File: src/rtl/hamming_decoder_pkg.sv
// Shared definitions for the SECDED Hamming(15,11)+parity decoder.
package hamming_decoder_pkg;

  typedef enum logic [2:0] {
    StIdle,
    StRdLo,
    StRdHi,
    StCapt,
    StFix,
    StWrLo,
    StWrHi,
    StDone
  } dec_state_t;

  localparam logic [1:0] kFLAG_OK   = 2'b00;
  localparam logic [1:0] kFLAG_1ERR = 2'b01;
  localparam logic [1:0] kFLAG_2ERR = 2'b10;

  localparam int unsigned kPOS_P1 = 1;
  localparam int unsigned kPOS_P2 = 2;
  localparam int unsigned kPOS_P4 = 4;
  localparam int unsigned kPOS_P8 = 8;

endpackage

File: src/rtl/hamming_decoder_syndrome.sv
// Combinational SECDED check: syndrome, overall parity, corrected data and flag.
module hamming_decoder_syndrome
  import hamming_decoder_pkg::*;
(
  input  logic [15:0] codeword_i,
  output logic [3:0]  syndrome_o,
  output logic        parity_o,
  output logic [10:0] data_o,
  output logic [1:0]  flag_o
);

  logic [15:0] corrected;

  always_comb begin
    syndrome_o = 4'd0;
    for (int i = kPOS_P1; i < 16; i++) begin
      if (codeword_i[i]) syndrome_o = syndrome_o ^ 4'(i);
    end
  end

  assign parity_o = ^codeword_i;

  // Odd overall parity means exactly one flipped bit; syndrome 0 then points at p16.
  assign corrected = parity_o ? (codeword_i ^ (16'd1 << syndrome_o)) : codeword_i;

  assign data_o = {corrected[15:kPOS_P8+1], corrected[kPOS_P8-1:kPOS_P4+1],
                   corrected[kPOS_P2+1]};

  always_comb begin
    if (parity_o) begin
      flag_o = kFLAG_1ERR;
    end else if (syndrome_o != 4'd0) begin
      flag_o = kFLAG_2ERR;
    end else begin
      flag_o = kFLAG_OK;
    end
  end

endmodule

File: src/rtl/hamming_decoder.sv
// Sequencer that reads encoded words from memory, runs SECDED and writes decoded words back.
module hamming_decoder
  import hamming_decoder_pkg::*;
#(
  parameter int unsigned SRC_BASE  = 30,
  parameter int unsigned DST_BASE  = 0,
  parameter int unsigned NUM_WORDS = 15
) (
  input  logic       clk_i,
  input  logic       rst_i,
  input  logic       start_i,
  output logic       done_o,
  output logic       busy_o,
  output logic [7:0] mem_addr_o,
  output logic       mem_rd_en_o,
  input  logic [7:0] mem_rdata_i,
  output logic       mem_wr_en_o,
  output logic [7:0] mem_wdata_o,
  output logic [7:0] err1_cnt_o,
  output logic [7:0] err2_cnt_o
);

  localparam logic [7:0] SrcBase = 8'(SRC_BASE);
  localparam logic [7:0] DstBase = 8'(DST_BASE);
  localparam logic [5:0] LastK   = 6'(NUM_WORDS - 1);

  dec_state_t  state_q;
  logic [5:0]  k_q;
  logic [15:0] cw_q;
  logic [2:0]  data_hi_q;
  logic [1:0]  flag_q;
  logic        done_q, busy_q, rd_en_q, wr_en_q;
  logic [7:0]  addr_q, wdata_q, err1_q, err2_q;

  logic [3:0]  syndrome;
  logic        parity;
  logic [10:0] fix_data;
  logic [1:0]  fix_flag;
  logic [7:0]  k_off, k_off_next;

  assign k_off      = {1'b0, k_q, 1'b0};
  assign k_off_next = {1'b0, k_q + 6'd1, 1'b0};

  hamming_decoder_syndrome u_syndrome (
    .codeword_i (cw_q),
    .syndrome_o (syndrome),
    .parity_o   (parity),
    .data_o     (fix_data),
    .flag_o     (fix_flag)
  );

  // Outputs are registered alongside the state so they are valid for the whole state cycle.
  always_ff @(posedge clk_i) begin
    if (rst_i) begin
      state_q   <= StIdle;
      k_q       <= 6'd0;
      cw_q      <= 16'd0;
      data_hi_q <= 3'd0;
      flag_q    <= kFLAG_OK;
      done_q    <= 1'b0;
      busy_q    <= 1'b0;
      rd_en_q   <= 1'b0;
      wr_en_q   <= 1'b0;
      addr_q    <= 8'd0;
      wdata_q   <= 8'd0;
      err1_q    <= 8'd0;
      err2_q    <= 8'd0;
    end else begin
      done_q <= 1'b0;
      unique case (state_q)
        StIdle: begin
          if (start_i) begin
            k_q     <= 6'd0;
            err1_q  <= 8'd0;
            err2_q  <= 8'd0;
            busy_q  <= 1'b1;
            rd_en_q <= 1'b1;
            addr_q  <= SrcBase;
            state_q <= StRdLo;
          end
        end
        StRdLo: begin
          addr_q  <= SrcBase + k_off + 8'd1;
          state_q <= StRdHi;
        end
        StRdHi: begin
          cw_q[7:0] <= mem_rdata_i;
          rd_en_q   <= 1'b0;
          state_q   <= StCapt;
        end
        StCapt: begin
          cw_q[15:8] <= mem_rdata_i;
          state_q    <= StFix;
        end
        StFix: begin
          data_hi_q <= fix_data[10:8];
          flag_q    <= fix_flag;
          if (parity && err1_q != 8'hFF) err1_q <= err1_q + 8'd1;
          if (!parity && syndrome != 4'd0 && err2_q != 8'hFF) err2_q <= err2_q + 8'd1;
          wr_en_q   <= 1'b1;
          addr_q    <= DstBase + k_off;
          wdata_q   <= fix_data[7:0];
          state_q   <= StWrLo;
        end
        StWrLo: begin
          addr_q  <= DstBase + k_off + 8'd1;
          wdata_q <= {flag_q, 3'b000, data_hi_q};
          state_q <= StWrHi;
        end
        StWrHi: begin
          wr_en_q <= 1'b0;
          if (k_q == LastK) begin
            done_q  <= 1'b1;
            state_q <= StDone;
          end else begin
            k_q     <= k_q + 6'd1;
            rd_en_q <= 1'b1;
            addr_q  <= SrcBase + k_off_next;
            state_q <= StRdLo;
          end
        end
        StDone: begin
          busy_q  <= 1'b0;
          state_q <= StIdle;
        end
        default: state_q <= StIdle;
      endcase
    end
  end

  assign done_o      = done_q;
  assign busy_o      = busy_q;
  assign mem_addr_o  = addr_q;
  assign mem_rd_en_o = rd_en_q;
  assign mem_wr_en_o = wr_en_q;
  assign mem_wdata_o = wdata_q;
  assign err1_cnt_o  = err1_q;
  assign err2_cnt_o  = err2_q;

endmodule

File: config.mk
export PLATFORM = sky130hd
export DESIGN_NAME = hamming_decoder
export DESIGN_NICKNAME = d
export VERILOG_FILES = /design/src/rtl/hamming_decoder_pkg.sv /design/src/rtl/hamming_decoder_syndrome.sv /design/src/rtl/hamming_decoder.sv
export SDC_FILE = /design/constraint.sdc
export NUM_CORES = 1
export LEC_CHECK = 0
export CAP_MARGIN = 10
export CELL_PAD_IN_SITES_DETAIL_PLACEMENT = 1
export CELL_PAD_IN_SITES_GLOBAL_PLACEMENT = 1
export CORE_ASPECT_RATIO = 0.8
export CORE_MARGIN = 2
export CORE_UTILIZATION = 30
export CTS_CLUSTER_DIAMETER = 100
export DETAILED_ROUTE_END_ITERATION = 12
export GPL_ROUTABILITY_DRIVEN = 0
export GPL_TIMING_DRIVEN = 0
export PLACE_DENSITY_LB_ADDON = 0.1
export SETUP_SLACK_MARGIN = 0.1
export SLEW_MARGIN = 20
export SYNTH_ARGS = -nofsm -noshare
export SYNTH_HDL_FRONTEND = slang
export SYNTH_SLANG_ARGS = --single-unit
File: constraint.sdc
create_clock -name clk_i -period 2.4 [get_ports clk_i]
set_input_delay 0.24 -clock clk_i [delete_from_list [all_inputs] [get_ports clk_i]]
set_output_delay 0.24 -clock clk_i [all_outputs]
set_load 0.02 [all_outputs]
== After elaboration in Yosys (flattened, before gate mapping) ==
Cells that the tools add are included.

* Register bits after elaboration: 66
* Input bits: 11
* Output and inout bits: 36

* $add $sub $neg: 7
* Equality and inequality tests: 14
* Shift-type cells: 1
* Muxes and demuxes: 39
* Bitwise logic cells: 16
* Reductions and logical operators: 21

{| class="wikitable"
|+ Operator list
! cell !! count
|-
| one-hot mux 8 bit (2 select lines) || 3
|-
| two-way mux 8 bit || 5
|-
| one-hot mux 8 bit (5 select lines) || 1
|-
| two-way mux 4 bit || 8
|-
| adder 8 x 1 -> 8 bit (second input constant) || 3
|-
| one-hot mux 3 bit (8 select lines) || 1
|-
| two-way mux 3 bit || 6
|-
| adder 5 x 7 -> 8 bit (first input constant) || 2
|-
| two-way mux 16 bit || 1
|-
| inequality test 8 bit (second input constant) || 2
|-
| XOR reduction 16 bit || 1
|-
| << shifter 1 x 4 -> 16 bit (first input constant) || 1
|-
| bitwise XOR 16 bit || 1
|-
| AND reduction 3 bit || 5
|-
| equality test 3 bit (second input constant) || 4
|-
| two-way mux 6 bit || 2
|-
| inverter 2 bit || 6
|-
| inverter 3 bit || 4
|-
| one-hot mux 6 bit (2 select lines) || 1
|-
| nonzero test 2 bit || 5
|-
| adder 7 x 1 -> 8 bit (second input constant) || 1
|-
| two-way mux 2 bit || 4
|-
| inequality test 2 bit (second input constant) || 4
|-
| adder 6 x 1 -> 6 bit (second input constant) || 1
|-
| 17 further kinds || 26
|}

== Depth between registers and ports, before layout ==
Gate-level depths: netlist of the first run.

* Word-level depth: 31
* Mapped depth: 10
* Depth with buffers taken out: 9

== Cells and area by module ==
From an unflattened synthesis of the first run, not the netlist that was laid out.

* Cells, all modules: 469
* Area total of the unflattened synthesis: 3,852.4 um^2

{| class="wikitable"
|+ By module, submodules not included
! module !! instances !! cells each !! area an instance (um^2) !! seq. area each (um^2)
|-
| hamming_decoder || 1 || 397 || 3,213.1 || 1,321.3
|-
| hamming_decoder_syndrome || 1 || 72 || 639.4 || 0.0
|}

== Least setup slack after synthesis of the first run ==
Ideal clock, no wire load.

* Kind: reg-to-reg
* From: reg k_q[0]
* To: reg addr_q[6] (netlist: mem_addr_o[6])
* Setup time: 0.070 ns
* Data arrival time: 2.196 ns
* Slack: 0.133 ns
* Stages on the path, launching flop included: 10
* Buffers on the path: 1
* Period minus slack after synthesis: 2.267 ns
* Cell sequence: dfxtp_1 > clkbuf_1 > inv_1 > ha_1 > nor2_1 > a21boi_0 > o22ai_1 > or3_1 > a221o_1 > a21oi_1

* Longest elaborated chain between the ends: 4
* Elaborated cells between the ends (all ways): 10
* Classes of those cells: add/sub: 5; eq/ne: 2; mux: 2; reduce/logical: 1

{| class="wikitable"
|+ Ends and longest elaborated chain
! element !! line !! RTL
|-
| from (decl) || hamming_decoder.sv:28 || <nowiki>logic [5:0] k_q;</nowiki>
|-
| from (signal assigned) || hamming_decoder.sv:116 || <nowiki>k_q <= k_q + 6'd1;</nowiki>
|-
| adder 6 x 1 -> 6 bit || hamming_decoder.sv:42 || <nowiki>assign k_off_next = {1'b0, k_q + 6'd1, 1'b0};</nowiki>
|-
| adder 5 x 7 -> 8 bit || hamming_decoder.sv:118 || <nowiki>addr_q <= SrcBase + k_off_next;</nowiki>
|-
| two-way mux 8 bit || hamming_decoder.sv:112 || <nowiki>if (k_q == LastK) begin</nowiki>
|-
| one-hot mux 8 bit (5 select lines) || hamming_decoder.sv:70 || <nowiki>unique case (state_q)</nowiki>
|-
| to (signal assigned) || hamming_decoder.sv:78 || <nowiki>addr_q <= SrcBase;</nowiki>
|-
| to (signal assigned) || hamming_decoder.sv:83 || <nowiki>addr_q <= SrcBase + k_off + 8'd1;</nowiki>
|-
| to (signal assigned) || hamming_decoder.sv:118 ||
|-
| to (decl) || hamming_decoder.sv:33 || <nowiki>logic [7:0] addr_q, wdata_q, err1_q, err2_q;</nowiki>
|}

Parallel ways exist; a longest one is shown, timed or not. The select of a mux whose other input is x is not followed.
A chain may end at the register's enable or synchronous reset.

== Worst setup path in the final report of the first run ==
* From: reg cw_q[12]
* To: reg err1_q[4] (netlist: err1_cnt_o[4])

* Longest elaborated chain between the ends: 4

{| class="wikitable"
|+ Ends and longest elaborated chain
! element !! line !! RTL
|-
| from (decl) || hamming_decoder.sv:29 || <nowiki>logic [15:0] cw_q;</nowiki>
|-
| from (signal assigned) || hamming_decoder.sv:92 || <nowiki>cw_q[15:8] <= mem_rdata_i;</nowiki>
|-
| XOR reduction 16 bit || hamming_decoder_syndrome.sv:21 || <nowiki>assign parity_o = ^codeword_i;</nowiki>
|-
| logical AND 1 bit || hamming_decoder.sv:98 || <nowiki>if (parity && err1_q != 8'hFF) err1_q <= err1_q + 8'd1;</nowiki>
|-
| inequality test 2 bit (no source line) || - ||
|-
| AND reduction 3 bit (no source line) || - ||
|-
| to (signal assigned) || hamming_decoder.sv:98 ||
|-
| to (decl) || hamming_decoder.sv:33 ||
|}

Every way passes these cells.

==> reports/qor.txt, run 1 <==
Crit. End Element - register
clock-pin slew on the worst setup and hold paths - 0.06 ns
number of inserted diodes - 0
residual overflow from global routing - 0
wire length of the first global-routing pass - 19700 um
multi-input combinational cell area - 0.00246 mm2
hold-critical path depth - 2
family with the most delay on the worst path - XOR/XNOR gates
net count reported at finish - 568
required time of the critical path - 2.61 ns
cell with the largest stage delay on the worst path - sky130_fd_sc_hd__xnor3_2
via count of the first global-routing pass - 3606
hold-fix buffer count after cts - 0
count of final setup violators - 0
row count - 36
residual antenna-violating net count after detailed routing - 0
highest-count cells in the layout ignoring fill and taps - sky130_fd_sc_hd__nand2_1, sky130_fd_sc_hd__dfxtp_1, sky130_fd_sc_hd__nor2_1, sky130_fd_sc_hd__a21oi_1, sky130_fd_sc_hd__clkdlybuf4s50_1
Clock Sinks - 66
number of instances in the synthesized netlist - 481
start-to-end type of the worst setup path - reg -> reg
master cell of the clock root buffer - sky130_fd_sc_hd__clkbuf_16
area of all placed cells without fillers - 0.00501 mm2
count of fill cells added during filler insertion - 1448
cell area after synthesis - 0.00368 mm2
maximum number of pins on one net before global-route repair - 12
area of placed instances - 0.00432 mm2
TritonCTS clock tree - done
top achievable clock speed - 430 MHz
startpoint of the most critical setup path - cw_q[12]
path length in cells of the critical path - 9
post-route clock period utilization - 97.0%
CP Max Fanout - 6
sequential cell area in the final layout - 0.00133 mm2
synthesized flop and latch total - 66
maxcap violations - 0
Die Area - 0.0132 mm2
WP data arrival - 2.54 ns
effective utilization at floorplan - 30.5%
I/O pin count - 47
ratio of total power to cell area - 615 mW/mm2
count of distinct cell types in the synthesized netlist - 48
Post-Synthesis Mean Instance Area - 7.64 um2
total global routing track utilization - 19.4%
maximum count of clock buffers along a single path - 2
post-synthesis to final-layout area growth - 36.3%
placeable core region - 0.0121 mm2
final routed wirelength across all metal layers - 12400 um
crit-path cells - xnor3_2, xnor2_4, xnor2_2, xnor2_2, buf_6, buf_6, nor4_2, xnor2_1, nor2_1
layout cells sized above 1 - 16.9%
slew at the pin with the worst max-slew slack - 0.671 ns
yosys synthesis warning count - 0
leading cell type in the layout, fill and taps excluded - sky130_fd_sc_hd__nand2_1
number of search-and-repair iterations in the first detailed-routing pass - 4
wire per inst - 17.5 um
H-tree levels - 3
worst relative slew slack - 55.3%
Critical Path Start Type - register
status - completed
kind of path behind the tightest hold check - reg -> reg
time the worst path needs with I/O delays and setup - 2.33 ns
number of clock buffers inserted by TritonCTS - 9
CP Buf/Inv Count - 2
final number of max-transition violations - 0
leakage power - 1.69 nW
Power, Total - 3.08 mW
clock insertion delay at the later pin of the skew report - 0.34 ns
Chip Width - 128 um
Iteration-0 DRC Markers - 256
routed vias - 3715
startpoint of the most critical hold path - mem_wdata_o[5]
worst reg2reg path startpoint - cw_q[12]
Post-route DRC - 0
estimated wirelength of the detail-placed design - 8900 um
sequential-to-total area share from yosys stat - 35.9%
initial antenna violation count - 0
die height - 103 um
delay contributed by the slowest stage of the critical path - 0.53 ns
setup skew after layout - 0.00601 ns
worst-case reg-to-reg path depth - 9
net count after synthesis - 497
port bufs - 45
Max VDD drop - 0.375 mV
routed via count divided by cell count - 5.24
setup repair after global routing missed its margin - true
final number of hold-violating endpoints - 0
-- where the power goes --
group | internal (mW) | switching (mW)
clock network | 0.749 | 0.512
logic | 0.269 | 0.387
registers | 1.13 | 0.0324
total | 2.15 | 0.931
-- area by class of cell --
| type | instances | share of cell area, % |
|---|---|---|
| Clock inverter | 5 | 0.574 |
| Clock buffer | 11 | 5.04 |
| Timing Repair Buffer | 60 | 11.3 |
| Multi-Input combinational cell | 379 | 49.2 |
| Sequential cell | 66 | 26.6 |
| Buffer | 30 | 2.92 |
| Inverter | 6 | 0.524 |
| Tap cell | 152 | 3.80 |
-- metal layers --
layer / wire length (um) / GRT usage, % / vias up
li1: - / - / 1833
met1: 6520 / 28.9 / 1784
met2: 5150 / 28.0 / 88
met3: 556 / 4.46 / 10
met4: 160 / 5.24 / 0
met5: 0 / 0 / -
-- cells by family after synthesis --
kind of cell	share of synthesized area [%]
simple gates	26.5
flops	35.9
compound gates	18.6
buf+inv	4.08
fa+ha+maj	1.70
xor+xnor	12.6
mux	0.545
-- cells in the mapped netlist (all sizes together) --
library cell | instances | share of area, %
a22oi | 2 | 0.41
nor2b | 4 | 0.68
or3b | 1 | 0.24
nand3b | 1 | 0.20
inv | 6 | 0.61
or3 | 7 | 1.2
nand2b | 5 | 0.85
o22ai | 10 | 1.7
or4 | 2 | 0.41
a21boi | 1 | 0.20
o21a | 1 | 0.20
nand4 | 2 | 0.34
nor2 | 52 | 5.3
dfxtp | 66 | 36
and3 | 9 | 1.5
o221ai | 3 | 0.71
a21oi | 52 | 7.1
nor3 | 19 | 2.6
nor3b | 1 | 0.20
nand2 | 66 | 6.7
a211oi | 6 | 1.2
buf | 3 | 0.71
o221a | 1 | 0.31
and2 | 3 | 0.51
o211ai | 1 | 0.34
a221o | 1 | 0.27
nor4 | 8 | 1.4
a221oi | 1 | 0.24
nand3 | 19 | 2.6
xor2 | 23 | 5.5
nor4b | 3 | 0.71
nand4b | 1 | 0.24
xnor2 | 24 | 6.4
o31ai | 5 | 1.0
mux2i | 2 | 0.54
clkbuf | 27 | 2.8
o32ai | 1 | 0.24
xnor3 | 1 | 0.65
o311a | 1 | 0.27
ha | 5 | 1.7
o311ai | 1 | 0.24
o21ai | 27 | 3.7
o2111ai | 1 | 0.24
a311oi | 1 | 0.24
or2 | 5 | 0.85
-- through the flow --
step / instances / setup WS, ns / TNS [ns] / hold WS (ns) / utilization [%]
after floorplan: 481 / 0.133 / 0 / 0.376 / -
after global placement: 678 / -0.313 / -4.86 / 0.439 / 35.8
after detailed placement: 678 / -0.341 / -4.38 / 0.448 / 35.8
after CTS: 703 / 0.0944 / 0 / 0.462 / 40.1
after global routing: 709 / -0.0362 / -0.0802 / 0.492 / 41.5
final: 709 / 0.0724 / 0 / 0.454 / 41.5
-- flip-flops by register name, summed over array words and instances, names as in the netlist --
| register | flops |
|---|---|
| cw_q | 16 |
| err1_cnt_o | 8 |
| err2_cnt_o | 8 |
| mem_addr_o | 8 |
| mem_wdata_o | 8 |
| k_q | 6 |
| data_hi_q | 3 |
| state_q | 3 |
| flag_q | 2 |
| busy_o | 1 |
| done_o | 1 |
| mem_rd_en_o | 1 |
| mem_wr_en_o | 1 |
-- timing repair --
| item | in CTS | in global routing |
|---|---|---|
| setup endpoints to repair | 30 | 28 |
| pin swaps | 9 | 9 |
| gates resized for setup | 32 | 40 |
| setup buffers | 8 | 6 |
| cloned | 1 | 0 |
-- worst reg2reg max path, delay by kind of cell, from the launching register on --
family / cells / cell delay (ns)
xor+xnor: 5 / 1.26
flops: 1 / 0.33
simple gates: 2 / 0.32
buf+inv: 2 / 0.29
-- path summary, 6_finish.rpt --
kind	to	slack, ns
setup / recovery	err1_cnt_o[4]	0.07
hold / removal	mem_wdata_o[5]	0.45
setup reg to reg	err1_cnt_o[4]	0.07
hold reg to reg	mem_wdata_o[5]	0.45
Note: power is estimated with default switching activity, not from simulation.
==> inputs of run 2 (changes only) <==
- ABC_AREA: not set -> 1
- clock period: 2.4 -> 2.2 ns (I/O delays scaled with it)
==> reports/qor.txt, run 2 <==
status - completed
initial antenna violation count - 0 (unchanged)
number of instances in the synthesized netlist - 598 (+24%)
maximum count of clock buffers along a single path - 2 (unchanged)
share of the synthesized area in compound gates (AO/OA/AOI/OAI) - 15.2% (-3.4 points)
count of distinct cell types in the synthesized netlist - 40 (-17%)
area of placed instances - 0.00469 mm2 (+8.6%)
Die Area - 0.0143 mm2 (+8.7%)
net count reported at finish - 672 (+18%)
Detail Route met2 WL - 6180 um (+20%)
leakage power - 2.03 nW (+20%)
Chip Width - 133 um (+4.3%)
slew at the pin with the worst max-slew slack - 0.787 ns (+0.116 ns)
cell area after synthesis - 0.00401 mm2 (+9.0%)
EDFF count, synth - 0 (unchanged)
multi-input combinational cell area - 0.00241 mm2 (-2.3%)
number of inserted diodes - 0 (unchanged)
setup repair after global routing missed its margin - true
layout cells sized above 1 - 17.7% (+0.85 points)
worst reg2reg path startpoint - cw_q[13]
CP Max Fanout - 8 (+2)
start-to-end type of the worst setup path - reg -> reg
startpoint of the most critical hold path - cw_q[0]
sequential-to-total area share from yosys stat - 33.0% (-3.0 points)
accumulated negative setup slack - 0 ns (unchanged)
dominant combinational cell family by area after synthesis - simple AND/OR/NAND/NOR gates
leading cell type in the layout, fill and taps excluded - sky130_fd_sc_hd__nand2_1
routed wl met3 - 562 um (+1.1%)
residual antenna-violating net count after detailed routing - 0 (unchanged)
Clock Sinks - 66 (unchanged)
final number of max-transition violations - 0 (unchanged)
most numerous cell types in the synthesized netlist - sky130_fd_sc_hd__nand2_1, sky130_fd_sc_hd__dfxtp_1, sky130_fd_sc_hd__inv_1
worst hold path endpoint - cw_q[0]
wire per inst - 16.6 um (-5.1%)
port bufs - 46 (+2.2%)
post-route clock period utilization - 88.1% (-8.9 points)
post-synthesis to final-layout area growth - 25.9%
wire length of the first global-routing pass - 22400 um (+14%)
M1 wire length - 7000 um (+7.3%)
residual overflow from global routing - 0 (unchanged)
number of search-and-repair iterations in the first detailed-routing pass - 5 (+1)
final routed wirelength across all metal layers - 13800 um (+12%)
number of cells in the design after placement - 819 (+21%)
effective utilization at floorplan - 30.9% (+0.46 points)
final number of hold-violating endpoints - 0 (unchanged)
Post-Synthesis Mean Instance Area - 6.70 um2 (-12%)
worst-case reg-to-reg path depth - 15 (+6)
hold-fix buffer count after cts - 0 (unchanged)
post-route non-filler standard cell count - 835 (+18%)
yosys synthesis warning count - 0 (unchanged)
via count of the first global-routing pass - 4171 (+16%)
routed via count divided by cell count - 4.97 (-5.1%)
count leader, synth - sky130_fd_sc_hd__nand2_1
Crit. End Element - register
clock-pin slew on the worst setup and hold paths - 0.06 ns (about the same)
highest-count cells in the layout ignoring fill and taps - sky130_fd_sc_hd__nand2_1, sky130_fd_sc_hd__dfxtp_1, sky130_fd_sc_hd__inv_1
share of the synthesized area in the top cell type - 33.0% (-3.0 points)
Max VDD drop - 0.397 mV (+5.6%)
area of all placed cells without fillers - 0.00504 mm2 (+0.70%)
number of clock buffers inserted by TritonCTS - 9 (unchanged)
kind of path behind the tightest hold check - reg -> reg
count of fill cells added during filler insertion - 1656 (+14%)
required time of the critical path - 2.42 ns (-0.19 ns)
Iteration-0 DRC Markers - 215 (-16%)
maxcap violations - 0 (unchanged)
net count after synthesis - 614 (+24%)
placeable core region - 0.0130 mm2 (+7.4%)
number of flip-flops under the largest register name - 16 (unchanged)
WP data arrival - 2.16 ns (-0.38 ns)
master cell of the clock root buffer - sky130_fd_sc_hd__clkbuf_16
time the worst path needs with I/O delays and setup - 1.94 ns (-0.390 ns)
top layer used by detailed routing - met4
Post-route DRC - 0 (unchanged)
maximum number of pins on one net before global-route repair - 11 (-1)
sequential cell area in the final layout - 0.00133 mm2 (-0.38%)
routed vias - 4153 (+12%)
row count - 37 (+2.8%)
TritonCTS clock tree - done
arithmetic-cell share of the synthesized area counting full adders, half adders and majority gates - 1.56% (-0.14 points)
top achievable clock speed - 516 MHz (+20%)
hold-critical path depth - 2 (unchanged)
Post-synth ARST share - 0% (unchanged)
clock insertion delay at the later pin of the skew report - 0.33 ns (about the same)
area share of and/or/nand/nor cells after synthesis - 38.4% (+12 points)
R2R Setup Slk - 0.26 ns (+0.19 ns)
biggest area contributors in the synthesized netlist - sky130_fd_sc_hd__dfxtp_1, sky130_fd_sc_hd__nand2_1, sky130_fd_sc_hd__nand3_1, sky130_fd_sc_hd__a21oi_1, sky130_fd_sc_hd__nand2_2
total global routing track utilization - 20.2% (+0.80 points)
register bank with the most flops - cw_q
worst relative slew slack - 47.5% (-7.7 points)
ratio of total power to cell area - 772 mW/mm2 (+26%)
die height - 107 um (+4.2%)
Most used DFF post-synth - sky130_fd_sc_hd__dfxtp_1
synthesized flop and latch total - 66 (unchanged)
share of the core filled with cells - 38.9% (-2.6 points)
setup skew after layout - 0.0119 ns (+0.00587 ns)
H-tree levels - 3 (unchanged)
biggest area consumer among synthesized cells - sky130_fd_sc_hd__dfxtp_1
Critical Path Start Type - register
Reg2Reg Capture Point - err2_cnt_o[1]
I/O pin count - 47 (unchanged)
count of final setup violators - 0 (unchanged)
Post-Synth XOR/XNOR Area - 3.50% (-9.1 points)
estimated wirelength of the detail-placed design - 10600 um (+19%)
share of cell area taken by muxes after synthesis - 0% (-0.54 points)
run 2: cell types whose count changed after synthesis, moves of 11 or more:
cell,change
sky130_fd_sc_hd__nand2_1,+97
sky130_fd_sc_hd__a21oi_2,+11
sky130_fd_sc_hd__nand3_1,+29
sky130_fd_sc_hd__inv_2,+16
sky130_fd_sc_hd__xor2_1,-11
sky130_fd_sc_hd__clkbuf_1,-19
sky130_fd_sc_hd__nor2_1,-11
sky130_fd_sc_hd__xnor2_1,-18
sky130_fd_sc_hd__nand2_2,+33
sky130_fd_sc_hd__nor3_1,-14
sky130_fd_sc_hd__inv_1,+47
run 2: metrics by stage:
stage | hold WS (ns) | power [mW] | setup slack [ns]
after floorplan | 0.383 | 2.12 | 0.470
after global placement | 0.450 | 2.43 | 0.0126
after detailed placement | 0.456 | 2.47 | 0.0315
after CTS | 0.466 | 3.90 | 0.119
after global routing | 0.486 | 4.11 | 0.0600
final | 0.463 | 3.90 | 0.263
run 2: where the power goes:
part	switching [mW]	internal [mW]	total [mW]
Clock	0.530	0.881	1.41
Combinational	0.805	0.350	1.15
Sequential	0.0688	1.26	1.33
run 2: kinds of logic (layout without fill, tap and decap cells):
kind of cell,after synthesis,after routing
xor+xnor,16,16
buf+inv,85,146
simple gates,320,321
flops,66,66
compound gates,106,106
fa+ha+maj,5,5
run 2: timing repair:
item	in CTS	in global routing
endpoints found under the hold margin	0	0
resized for setup	3	16
setup buffers	0	0
setup endpoints to repair	9	36
cloned	0	1
run 2: layout make-up:
type	count	area share, %
multi-input cells	448	47.7
flip-flops and latches	66	26.3
repair buffers	46	9.13
clock buffers	14	5.63
inverters	69	5.18
well taps	175	4.34
plain buffers	16	1.54
clock inverters	1	0.149
run 2: worst max-delay path by stage:
stage / from / slack (ns) / end / cells past startpoint
after floorplan: k_q[0] / 0.47 / mem_addr_o[6] / 11
after global placement: rst_i / 0.01 / cw_q[5] / 5
after detailed placement: rst_i / 0.03 / cw_q[5] / 5
after CTS: k_q[0] / 0.12 / mem_addr_o[6] / 11
after global routing: cw_q[13] / 0.06 / data_hi_q[0] / 15
final: cw_q[13] / 0.26 / err2_cnt_o[1] / 15
run 2: routing by layer:
layer,track usage [%],vias to the layer above
met5,0,-
met4,4.26,0
met3,3.44,9
met2,32.0,72
met1,28.9,2016
li1,-,2056
run 2: critical path, stage by stage (launching register included):
cell                      delay, ns
sky130_fd_sc_hd__dfxtp_1       0.46
sky130_fd_sc_hd__inv_2         0.10
sky130_fd_sc_hd__nand2_1       0.10
sky130_fd_sc_hd__nand2_1       0.06
sky130_fd_sc_hd__nand2_1       0.08
sky130_fd_sc_hd__nand2_2       0.10
sky130_fd_sc_hd__nand2_1       0.10
sky130_fd_sc_hd__inv_1         0.05
sky130_fd_sc_hd__nor2_2        0.16
sky130_fd_sc_hd__nor2_4        0.06
sky130_fd_sc_hd__nand2_2       0.11
sky130_fd_sc_hd__nand3_4       0.16
sky130_fd_sc_hd__nand2_8       0.14
sky130_fd_sc_hd__nand2_1       0.06
sky130_fd_sc_hd__nand2_1       0.05
sky130_fd_sc_hd__nor2_1        0.04
==> inputs of run 3 (changes only) <==
- CAP_MARGIN: 10 -> 20
- REMOVE_ABC_BUFFERS: not set -> 1
==> reports/qor.txt, run 3 (same netlist as run 2, synthesis figures left out) <==
status - completed
switching power of the nets - 1.39 mW (-0.66%)
count of final setup violators - 0 (unchanged)
start-to-end type of the worst setup path - reg -> reg
part of the total power dissipated in combinational logic - 30.2% (+0.6 points)
Clk network pwr share - 34.9% (-1.3 points)
top achievable clock speed - 518 MHz (+0.45%)
net count reported at finish - 670 (-0.30%)
cell with the largest stage delay on the worst path - sky130_fd_sc_hd__dfxtp_2
effective utilization at floorplan - 30.9% (unchanged)
master cell of the clock root buffer - sky130_fd_sc_hd__clkbuf_16
leading cell type in the layout, fill and taps excluded - sky130_fd_sc_hd__nand2_1
required time of the critical path - 2.43 ns (about the same)
residual antenna-violating net count after detailed routing - 0 (unchanged)
time the worst path needs with I/O delays and setup - 1.93 ns (-0.00876 ns)
kind of path behind the tightest hold check - in -> reg
power share of the sequential group - 34.8% (+0.6 points)
setup repair after global routing missed its margin - true
most heavily used metal layer in global routing - met2
pre-CTS setup slack - -0.520 ns (-0.551 ns)
maxcap violations - 0 (unchanged)
met2 capacity usage during global routing - 27.8% (-4.1 points)
Max VDD drop - 0.369 mV (-7.1%)
post-synthesis to final-layout area growth - 27.0%
final number of hold-violating endpoints - 0 (unchanged)
final routed wirelength across all metal layers - 12400 um (-10%)
accumulated negative setup slack - 0 ns (unchanged)
Internal Power - 2.43 mW (-2.5%)
die height - 107 um (unchanged)
setup slack of the critical path after layout - 0.271 ns (+0.00876 ns)
multi-input combinational cell area - 0.00242 mm2 (+0.57%)
slew at the pin with the worst max-slew slack - 0.895 ns (+0.108 ns)
highest-count cells in the layout ignoring fill and taps - sky130_fd_sc_hd__nand2_1, sky130_fd_sc_hd__dfxtp_1, sky130_fd_sc_hd__inv_1
ratio of total power to cell area - 751 mW/mm2 (-2.7%)
Clock Sinks - 66 (unchanged)
clock-pin slew on the worst setup and hold paths - 0.06 ns (about the same)
Crit. End Element - register
number of clock buffers inserted by TritonCTS - 9 (unchanged)
estimated wirelength of the detail-placed design - 9050 um (-14%)
maximum number of pins on one net before global-route repair - 27 (+16)
Global Route met3 Usage - 4.24% (+0.80 points)
clock insertion delay at the later pin of the skew report - 0.34 ns (about the same)
leakage power - 2.05 nW (+1.3%)
total global routing track utilization - 18.0% (-2.2 points)
register bank with the most flops - cw_q
delay contributed by the slowest stage of the critical path - 0.36 ns (-0.10 ns)
sequential cell area in the final layout - 0.00133 mm2 (+0.47%)
routed vias - 4038 (-2.8%)
TritonCTS clock tree - done
worst relative slew slack - 40.2% (-7.3 points)
crit-path cells - inv_2, nand2_1, nand2_2, inv_2, nand2_1, nand2_2, nand2_1, nand2_2, nand2_4, nand2_8, nand3_2, nand2_4, clkinvlp_4, a21oi_1, nor2_1
CP Max Fanout - 6 (-2)
layout cells sized above 1 - 20.2% (+2.5 points)
I/O pin count - 47 (unchanged)
Die Area - 0.0143 mm2 (unchanged)
number of search-and-repair iterations in the first detailed-routing pass - 4 (-1)
row count - 37 (unchanged)
WP data arrival - 2.16 ns (about the same)
post-route clock period utilization - 87.7% (-0.40 points)
residual overflow from global routing - 0 (unchanged)
H-tree levels - 3 (unchanged)
wire per inst - 14.9 um (-10%)
Chip Width - 133 um (unchanged)
setup skew after layout - 0.00521 ns (-0.00668 ns)
port bufs - 46 (unchanged)
via count of the first global-routing pass - 4010 (-3.9%)
count of fill cells added during filler insertion - 1664 (+0.48%)
placeable core region - 0.0130 mm2 (unchanged)
Iteration-0 DRC Markers - 196 (-8.8%)
number of inserted diodes - 0 (unchanged)
routed via count divided by cell count - 4.84 (-2.7%)
final number of max-transition violations - 0 (unchanged)
Switching Share - 36.4% (+0.43 points)
initial antenna violation count - 0 (unchanged)
Post-route DRC - 0 (unchanged)
GR Layer Usage met1 - 24.9% (-4.1 points)
number of flip-flops under the largest register name - 16 (unchanged)
maximum count of clock buffers along a single path - 2 (unchanged)
Critical Path Start Type - register
wire length of the first global-routing pass - 20400 um (-9.2%)
## run 3: changes by cell type in the layout (fill, tap and decap cells not counted), sizes merged, moves of 2 or more
cell	delta
clkbuf	-10
buf	+8
clkinv	+3
inv	-3
clkinvlp	+2
## run 3: power by group through the flow
stage                     sequential [mW]  combinational, mW  clock, mW
after floorplan                      1.37              0.725          0
after global placement               1.35               1.03          0
final                                1.33               1.16       1.34
after global routing                 1.34               1.28       1.42
after CTS                            1.33               1.07       1.38
after detailed placement             1.36               1.06          0
## run 3: worst max-delay path: cells and delay by family (launching register included)
kind	cells	cell delay, ns
buf+inv	3	0.32
compound gates	1	0.15
flops	1	0.36
simple gates	11	0.98
## run 3: worst paths after layout
check                            startpoint             to  slack (ns)  cells past startpoint
worst max-delay path               cw_q[11]  err1_cnt_o[1]        0.27                     15
worst min-delay path                  rst_i  mem_addr_o[5]        0.33                      2
worst max register to register     cw_q[11]  err1_cnt_o[1]        0.27                     15
worst min register to register  mem_rd_en_o    mem_rd_en_o        0.46                      2
## run 3: routing by layer
layer,routed length [um],vias to the layer above
li1,-,2048
met1,6470,1930
met2,5360,51
met3,469,9
met4,153,0
met5,0,-
## run 3: layout make-up
class	instances	share of cell area, %
sequential	66	26.2
tap	175	4.30
timing repair buffer	60	11.4
clock inverter	3	0.295
inverter	69	5.31
multi-input combinational	448	47.6
clock buffer	13	4.92
## run 3: per-stage QoR
step	util [%]	total power, mW	area [um2]	std cells	hold slack [ns]
2_1_floorplan	-	2.10	3930	582	0.282
3_3_place_gp	35.6	2.39	4610	803	0.450
3_5_place_dp	35.7	2.42	4630	804	0.457
4_1_cts	37.9	3.79	4920	820	0.313
5_1_grt	39.3	4.05	5090	834	0.338
6_report	39.3	3.82	5090	834	0.327
## run 3: timing repair
| item | CTS | global route |
|---|---|---|
| pin swaps | 0 | 1 |
| gates resized for setup | 6 | 23 |
| gates cloned | 0 | 1 |
| buffers inserted | 0 | 13 |
| setup endpoints to repair | 29 | 35 |
| hold buffers | 0 | 0 |
